`src/rtl/multicycle_ctrl.sv`:
```
// multicycle_ctrl: main control FSM for the multicycle MIPS core.
//
// Sequences PC, IR, register file, memory and ALU over several cycles per
// instruction. The outputs come from the registered state. Three of them also
// use the memory handshake in the current cycle: IRWrite and PCWrite in FETCH,
// and instr_done in MEMWR.
//
// Ports
//   clk          rising-edge clock
//   rst_n        synchronous active-low reset (state -> IDLE)
//   Op           opcode from IR; only looked at in DECODE and MEMADR
//   mem_ready    memory access completes this cycle
//   PCWrite      unconditional PC load
//   PCWriteCond  PC load qualified externally by ALU Zero
//   IorD         memory address select: 0 = PC, 1 = ALUOut
//   MemRead      memory read strobe
//   MemWrite     memory write strobe
//   IRWrite      instruction register load
//   MemtoReg     write-back source: 0 = ALUOut, 1 = MDR
//   RegDst       destination register: 0 = rt, 1 = rd
//   RegWrite     register file write enable
//   ALUSrcA      ALU A: 0 = PC, 1 = reg A
//   ALUSrcB      ALU B: 00 = reg B, 01 = 4, 10 = sext(imm), 11 = sext(imm)<<2
//   ALUOP        to ALU control: 00 = R-type (funct), 01 = addu, 10 = sub
//   PCSource     next PC: 00 = ALU result, 01 = ALUOut, 10 = jump target
//   instr_done   one-cycle pulse in an instruction's final state
//   illegal      high while in TRAP
//   state        current state, for debug
module multicycle_ctrl #(
  parameter logic [5:0] OP_R    = 6'b000000,
  parameter logic [5:0] OP_LW   = 6'b100011,
  parameter logic [5:0] OP_SW   = 6'b101011,
  parameter logic [5:0] OP_BEQ  = 6'b000100,
  parameter logic [5:0] OP_J    = 6'b000010,
  parameter logic [5:0] OP_ADDI = 6'b001000
) (
  input  logic       clk,
  input  logic       rst_n,
  input  logic [5:0] Op,
  input  logic       mem_ready,
  output logic       PCWrite,
  output logic       PCWriteCond,
  output logic       IorD,
  output logic       MemRead,
  output logic       MemWrite,
  output logic       IRWrite,
  output logic       MemtoReg,
  output logic       RegDst,
  output logic       RegWrite,
  output logic       ALUSrcA,
  output logic [1:0] ALUSrcB,
  output logic [1:0] ALUOP,
  output logic [1:0] PCSource,
  output logic       instr_done,
  output logic       illegal,
  output logic [3:0] state
);

  localparam logic [3:0] IDLE   = 4'd0;
  localparam logic [3:0] FETCH  = 4'd1;
  localparam logic [3:0] DECODE = 4'd2;
  localparam logic [3:0] MEMADR = 4'd3;
  localparam logic [3:0] MEMRD  = 4'd4;
  localparam logic [3:0] MEMWB  = 4'd5;
  localparam logic [3:0] MEMWR  = 4'd6;
  localparam logic [3:0] REXE   = 4'd7;
  localparam logic [3:0] RWB    = 4'd8;
  localparam logic [3:0] BEQ    = 4'd9;
  localparam logic [3:0] JUMP   = 4'd10;
  localparam logic [3:0] IEXE   = 4'd11;
  localparam logic [3:0] IWB    = 4'd12;
  localparam logic [3:0] TRAP   = 4'd15;

  localparam logic [1:0] ALUOP_R    = 2'b00;
  localparam logic [1:0] ALUOP_ADDU = 2'b01;
  localparam logic [1:0] ALUOP_SUB  = 2'b10;

  localparam logic [1:0] SRCB_REG  = 2'b00;
  localparam logic [1:0] SRCB_FOUR = 2'b01;
  localparam logic [1:0] SRCB_IMM  = 2'b10;
  localparam logic [1:0] SRCB_BOFF = 2'b11;

  localparam logic [1:0] PCSRC_ALU    = 2'b00;
  localparam logic [1:0] PCSRC_ALUOUT = 2'b01;
  localparam logic [1:0] PCSRC_JUMP   = 2'b10;

  logic [3:0] state_q, state_d;

  // State register: reset wins in every state, including stalls and TRAP.
  always_ff @(posedge clk) begin
    if (!rst_n) begin
      state_q <= IDLE;
    end else begin
      state_q <= state_d;
    end
  end

  // Next-state logic.
  always_comb begin
    state_d = state_q;
    case (state_q)
      IDLE:   state_d = FETCH;
      FETCH:  state_d = mem_ready ? DECODE : FETCH;
      DECODE: begin
        if (Op == OP_LW || Op == OP_SW) begin
          state_d = MEMADR;
        end else if (Op == OP_R) begin
          state_d = REXE;
        end else if (Op == OP_BEQ) begin
          state_d = BEQ;
        end else if (Op == OP_J) begin
          state_d = JUMP;
        end else if (Op == OP_ADDI) begin
          state_d = IEXE;
        end else begin
          state_d = TRAP;
        end
      end
      MEMADR: begin
        // Op is decoded again here to choose load or store. If IR changed
        // to a non-memory opcode, the FSM traps rather than guessing.
        if (Op == OP_LW) begin
          state_d = MEMRD;
        end else if (Op == OP_SW) begin
          state_d = MEMWR;
        end else begin
          state_d = TRAP;
        end
      end
      MEMRD:  state_d = mem_ready ? MEMWB : MEMRD;
      MEMWB:  state_d = FETCH;
      MEMWR:  state_d = mem_ready ? FETCH : MEMWR;
      REXE:   state_d = RWB;
      RWB:    state_d = FETCH;
      BEQ:    state_d = FETCH;
      JUMP:   state_d = FETCH;
      IEXE:   state_d = IWB;
      IWB:    state_d = FETCH;
      TRAP:   state_d = TRAP;
      default: state_d = TRAP;  // Encodings 13 and 14 are unused.
    endcase
  end

  // Output decode. Every output is 0 unless the current state sets it.
  always_comb begin
    PCWrite     = 1'b0;
    PCWriteCond = 1'b0;
    IorD        = 1'b0;
    MemRead     = 1'b0;
    MemWrite    = 1'b0;
    IRWrite     = 1'b0;
    MemtoReg    = 1'b0;
    RegDst      = 1'b0;
    RegWrite    = 1'b0;
    ALUSrcA     = 1'b0;
    ALUSrcB     = SRCB_REG;
    ALUOP       = ALUOP_R;
    PCSource    = PCSRC_ALU;
    instr_done  = 1'b0;
    illegal     = 1'b0;
    case (state_q)
      FETCH: begin
        MemRead  = 1'b1;
        IorD     = 1'b0;
        ALUSrcA  = 1'b0;
        ALUSrcB  = SRCB_FOUR;
        ALUOP    = ALUOP_ADDU;
        PCSource = PCSRC_ALU;
        // Load IR and advance the PC only when the fetch completes. This
        // keeps the PC stable across wait cycles.
        IRWrite  = mem_ready;
        PCWrite  = mem_ready;
      end
      DECODE: begin
        // Compute the branch target early so it is waiting in ALUOut.
        ALUSrcA = 1'b0;
        ALUSrcB = SRCB_BOFF;
        ALUOP   = ALUOP_ADDU;
      end
      MEMADR: begin
        ALUSrcA = 1'b1;
        ALUSrcB = SRCB_IMM;
        ALUOP   = ALUOP_ADDU;
      end
      MEMRD: begin
        MemRead = 1'b1;
        IorD    = 1'b1;
      end
      MEMWB: begin
        RegWrite   = 1'b1;
        MemtoReg   = 1'b1;
        RegDst     = 1'b0;
        instr_done = 1'b1;
      end
      MEMWR: begin
        MemWrite   = 1'b1;
        IorD       = 1'b1;
        instr_done = mem_ready;
      end
      REXE: begin
        ALUSrcA = 1'b1;
        ALUSrcB = SRCB_REG;
        ALUOP   = ALUOP_R;
      end
      RWB: begin
        RegWrite   = 1'b1;
        RegDst     = 1'b1;
        MemtoReg   = 1'b0;
        instr_done = 1'b1;
      end
      BEQ: begin
        ALUSrcA     = 1'b1;
        ALUSrcB     = SRCB_REG;
        ALUOP       = ALUOP_SUB;
        PCWriteCond = 1'b1;
        PCSource    = PCSRC_ALUOUT;
        instr_done  = 1'b1;
      end
      JUMP: begin
        PCWrite    = 1'b1;
        PCSource   = PCSRC_JUMP;
        instr_done = 1'b1;
      end
      IEXE: begin
        ALUSrcA = 1'b1;
        ALUSrcB = SRCB_IMM;
        ALUOP   = ALUOP_ADDU;
      end
      IWB: begin
        RegWrite   = 1'b1;
        RegDst     = 1'b0;
        MemtoReg   = 1'b0;
        instr_done = 1'b1;
      end
      TRAP: begin
        illegal = 1'b1;
      end
      default: begin
        // IDLE and the unused encodings drive nothing.
      end
    endcase
  end

  assign state = state_q;

endmodule

```
`config.mk`:
```
export PLATFORM = sky130hd
export DESIGN_NAME = multicycle_ctrl
export DESIGN_NICKNAME = d
export VERILOG_FILES = /design/src/rtl/multicycle_ctrl.sv
export SDC_FILE = /design/constraint.sdc
export NUM_CORES = 1
export LEC_CHECK = 0
export CAP_MARGIN = 20
export CORE_UTILIZATION = 37
export DETAILED_ROUTE_END_ITERATION = 6
export PLACE_DENSITY_LB_ADDON = 0.25
export SLEW_MARGIN = 20
export SYNTH_ARGS = -nofsm -noshare
export SYNTH_HDL_FRONTEND = slang
export SYNTH_SLANG_ARGS = --single-unit
```
`constraint.sdc`:
```
create_clock -name clk -period 1.55 [get_ports clk]
set_clock_uncertainty 0.05 [all_clocks]
set_input_delay 0.2325 -clock clk [delete_from_list [all_inputs] [get_ports clk]]
set_output_delay 0.2325 -clock clk [all_outputs]
set_load 0.01 [all_outputs]
```
Word-level counts from Yosys, hierarchy flattened --
Index checks and enable logic that the tools add are counted.
Storage, ports and cells: bits in registers 4, input bits 9, output and inout bits 22, word-level logic and storage cells 56
Operators by class: eq/ne operators 18, mux-type cells 26, reduce and logical (&&, ||, !) cells 11
Operator list (number):
- $pmux 4 s8 | 1
- $eq 4x4->1 const B | 6
- $eq 4x3->1 const B | 4
- $mux 4 | 4
- $eq 6x6->1 const B | 2
- $mux 3 | 4
- $mux 1 | 11
- $eq 4x2->1 const B | 2
- $pmux 2 s2 | 2
- $reduce_or 4->1 | 2
- $eq 6x2->1 const B | 1
- $eq 6x3->1 const B | 1
- $eq 6x4->1 const B | 1
- $logic_not 6->1 | 1
- $pmux 2 s3 | 1
- $reduce_or 2->1 | 3
- $reduce_or 6->1 | 1
- $reduce_or 5->1 | 1
- $eq 4x1->1 const B | 1
- $logic_not 4->1 | 1
- $pmux 1 s2 | 2
- $reduce_or 3->1 | 1
- $mux 2 | 1
- $logic_or 1x1->1 | 1

Longest topological paths before layout --
word-level depth 7, depth in mapped cells 5, mapped depth without buffers 4

Worst setup path before layout --
OpenSTA, ideal clock, no wires.
kind register to output, start register state_q[0], in the netlist state[0], end output PCWrite, arrival 1.339 ns, required time 1.267 ns, setup slack -0.071 ns, stages on the path, launching flop included 5, path buffers 1, path through dfxtp_1 > buf_4 > nand2_1 > nor4b_1 > or2_2
Between the ends: cells in the longest elaborated chain, start to end 2, elaborated cells between the ends (all ways) 3, those cells by class eq/ne (2); mux (1)
RTL lines:
- from (decl) | RTL line 87 | logic [3:0] state_q, state_d;
- from (signal assigned) | RTL line 94 | state_q <= state_d;
- $eq 4x4->1 / $eq 4x1->1 (equally long branches) | RTL line 161 | case (state_q)
- $pmux 1 s2 (*) | RTL line 161
- to (decl) | RTL line 41 | output logic PCWrite,
Mark *: on every way between the ends. The rest lies on a longest branch, timed or not.

Worst setup path in the final report --
start register state_q[3], in the netlist state[3], end output PCWrite
The elaborated chain is that of the path after synthesis.

==> impl_metrics.csv <==
group,metric,value,unit
run_status,outcome,"complete, but fails checks",
run_status,failed_checks,"setup timing",
logic_synthesis,ys_types,33,
placed_design,port_buffers,30,
worst_setup_path,critPathTopFamily,"simple AND/OR/NAND/NOR gates",
logic_synthesis,ys_ff_latch,4,
worst_setup_path,slowest_stage,"dfxtp_2",
sta,timing.fmax,641.7,MHz
final_layout,nNetsFinal,156,
die,die_height,40.22,um
placed_design,place_area,1060,um^2
die,core,1334,um^2
logic_synthesis,ys.flop_type,"dfxtp_1",
worst_setup_path,critical_path_class,"reg -> out",
die,start_util,40.53,%
final_layout,area_growth,101.9,%
sta,timing.final.hold_violations,0,
logic_synthesis,synth_commonest_cells,"11 x nand2_1, 11 x nor2_1, 10 x a21oi_1, 9 x o21ai_0",
final_layout,diodes,0,
logic_synthesis,synth.avg_cell_area,6.359,um^2
global_route,antenna_found_initial,0,
logic_synthesis,syn_area,540.5,um^2
hold_path,hold_class,"in -> reg",
global_route,grt_pass1_vias,717,
global_route,grt-ovfl-total,0,
sta,fin_hold_ws,516.4,ps
logic_synthesis,yosysWarnings,0,
power_and_ir_drop,p_per_area,904.6,nW/um^2
logic_synthesis,synth_edf_count,0,
routing,dr.pass1.iters,4,
job,maxCapViolCount,0,
global_route,grt_use_total,30.09,%
sta,fin_crit,1558,ps
final_layout,final_util,81.80,%
logic_synthesis,synthArstFlopShare,0,%
logic_synthesis,synthCells,85,
die,fp.dieW,40.22,um
routing,vias_per_cell,5.563,
final_layout,largest_reg_flops,4,
logic_synthesis,ys_seq_area_share,14.81,%
die,rows,13,
worst_setup_path,critical_path_arrival,1280,ps
clock_network,cts_root_buf,"clkbuf_4",
placed_design,detailed_place_hpwl,1703,um
sta,setup_viol_count_final,2,
routing,wl_per_cell,15.18,um
final_layout,drive_gt1_share,51.72,%
clock_network,cts_max_level,1,
worst_setup_path,crit_path_max_incr_delay,340,ps
die,die_area,1618,um^2
clock_network,clockBufferDepth,2,
worst_setup_path,crit_path_end_kind,"primary output",
sta,setup_slack,-8.244,ps
clock_network,clk_pin_slew,30,ps
global_route,grt_max_degree,11,
sta,min_period_over_period,100.5,%
sta,report.final.slew_viol_count,0,
global_route,grt_first_pass_wirelength,3229,um
routing,drtAntennaViolNets,0,
worst_setup_path,crit_path_start_kind,"flop",
logic_synthesis,synth_top_area_share,14.81,%
worst_setup_path,worstPathRequired,1270,ps
placed_design,place_ws,-400.0,ps
worst_setup_path,worstPathCellList,"inv_2 -> nand2_4 -> nor4b_4 -> or2_4 -> buf_2",
clock_network,cts.sinks,4,
sta,rsz0062_at_grt,"yes",
clock_network,clk_latency,230,ps
sta,slew_headroom,81.70,%
logic_synthesis,synthTopCellsByArea,"dfxtp_1 15%, a21oi_1 9.3%, o21ai_0 8.3%, nand2_1 7.6%, nor2_1 7.6%",
logic_synthesis,yosys.area.top_type,"dfxtp_1",
logic_synthesis,synthesis.nets,94,
final_layout,stdcell_area,1091,um^2
clock_network,cts_tree,"built",
placed_design,place.gp.congestion,0.8552,
routing,num_vias,890,
clock_network,postCtsHoldBufs,0,
routing,drc,0,
sta,worst-slew-pin-transition,272.0,ps
power_and_ir_drop,peakVddDrop,0.0006902,V
routing,drt_iter0_markers,27,
worst_setup_path,crit_buf_inv,2,
clock_network,numCtsBuffers,3,
routing,wirelength,2428,um
final_layout,fillers,95,
power_and_ir_drop,p_leak,0.5281,nW
sta,tns,-11.56,ps
die,ios,31,
worst_setup_path,worstPathMaxFanout,5,
where the power goes:
part           internal, mW  leakage (nW)  switching [mW]  total (mW)
combinational         0.350         0.479           0.339       0.688
clock                0.0866        0.0138          0.0424       0.129
sequential            0.128        0.0353          0.0420       0.170
total                 0.564         0.528           0.423       0.987
worst reg2reg max path, delay by kind of cell, from the launching register on:
family / cells / cell delay [ps]
flops: 1 / 380
simple gates: 1 / 330
compound gates: 3 / 510
buf+inv: 1 / 150
worst paths after layout:
| path | start | to | slack [ps] | depth (start not counted) |
|---|---|---|---|---|
| max reg2reg | state[2] | state[1] | 30 | 5 |
| max | state[3] | PCWrite | -8 | 5 |
| min reg2reg | state[1] | state[1] | 680 | 3 |
| min | Op[3] | state[3] | 520 | 4 |
placed cells by master (no fill, tap or decap), types with 2 or more instances in the layout:
cell | Yosys | layout
buf_2 | 4 | 12
buf_4 | 3 | 34
o21ai_1 | 0 | 3
dfxtp_4 | 0 | 3
nand3_1 | 2 | 2
dlygate4sd2_1 | 0 | 4
inv_2 | 0 | 2
o211ai_1 | 2 | 2
nand2_1 | 11 | 9
clkbuf_4 | 0 | 3
o21ai_0 | 9 | 6
clkbuf_2 | 0 | 5
a21oi_1 | 10 | 8
a21oi_2 | 0 | 2
clkdlybuf4s50_1 | 0 | 7
nor2_1 | 11 | 10
nor3_2 | 0 | 2
through the flow:
stage                     power [mW]  cells
after floorplan               0.4306     85
after global placement        0.8100    154
after detailed placement      0.8339    154
after CTS                     0.9525    159
after global routing           1.046    160
final                         0.9869    160
cell type report:
class	instances	area (um^2)	share of cell area, %
clock buffer	3	22.52	2.064
inverter	3	11.26	1.032
multi-input combinational	70	466.7	42.78
sequential	4	92.59	8.486
tap	15	18.77	1.720
timing repair buffer	65	479.2	43.92
cell families (layout without fill, tap and decap cells):
group / after synthesis / in the layout / synth area share [%]
AO/OA/AOI/OAI: 30 / 30 / 34.03
XOR/XNOR: 2 / 2 / 3.241
buffers and inverters: 11 / 71 / 10.65
flip-flops: 4 / 4 / 14.82
multiplexers: 1 / 1 / 1.852
AND/OR/NAND/NOR: 37 / 37 / 35.42
repair_timing:
action | in CTS | in global routing
resized for setup | 77 | 20
endpoints found under the setup margin | 23 | 16
hold endpoints to repair | 0 | 0
setup buffers | 2 | 1
pin swaps | 0 | 4
metal layers:
metal	up-vias	global-route usage (%)	wire, um
met5	-	0	0
li1	426	-	-
met1	428	35.43	1007
met4	0	15.83	38
met3	5	5.556	101
met2	31	51.21	1280
(Power assumes the default switching activity.)
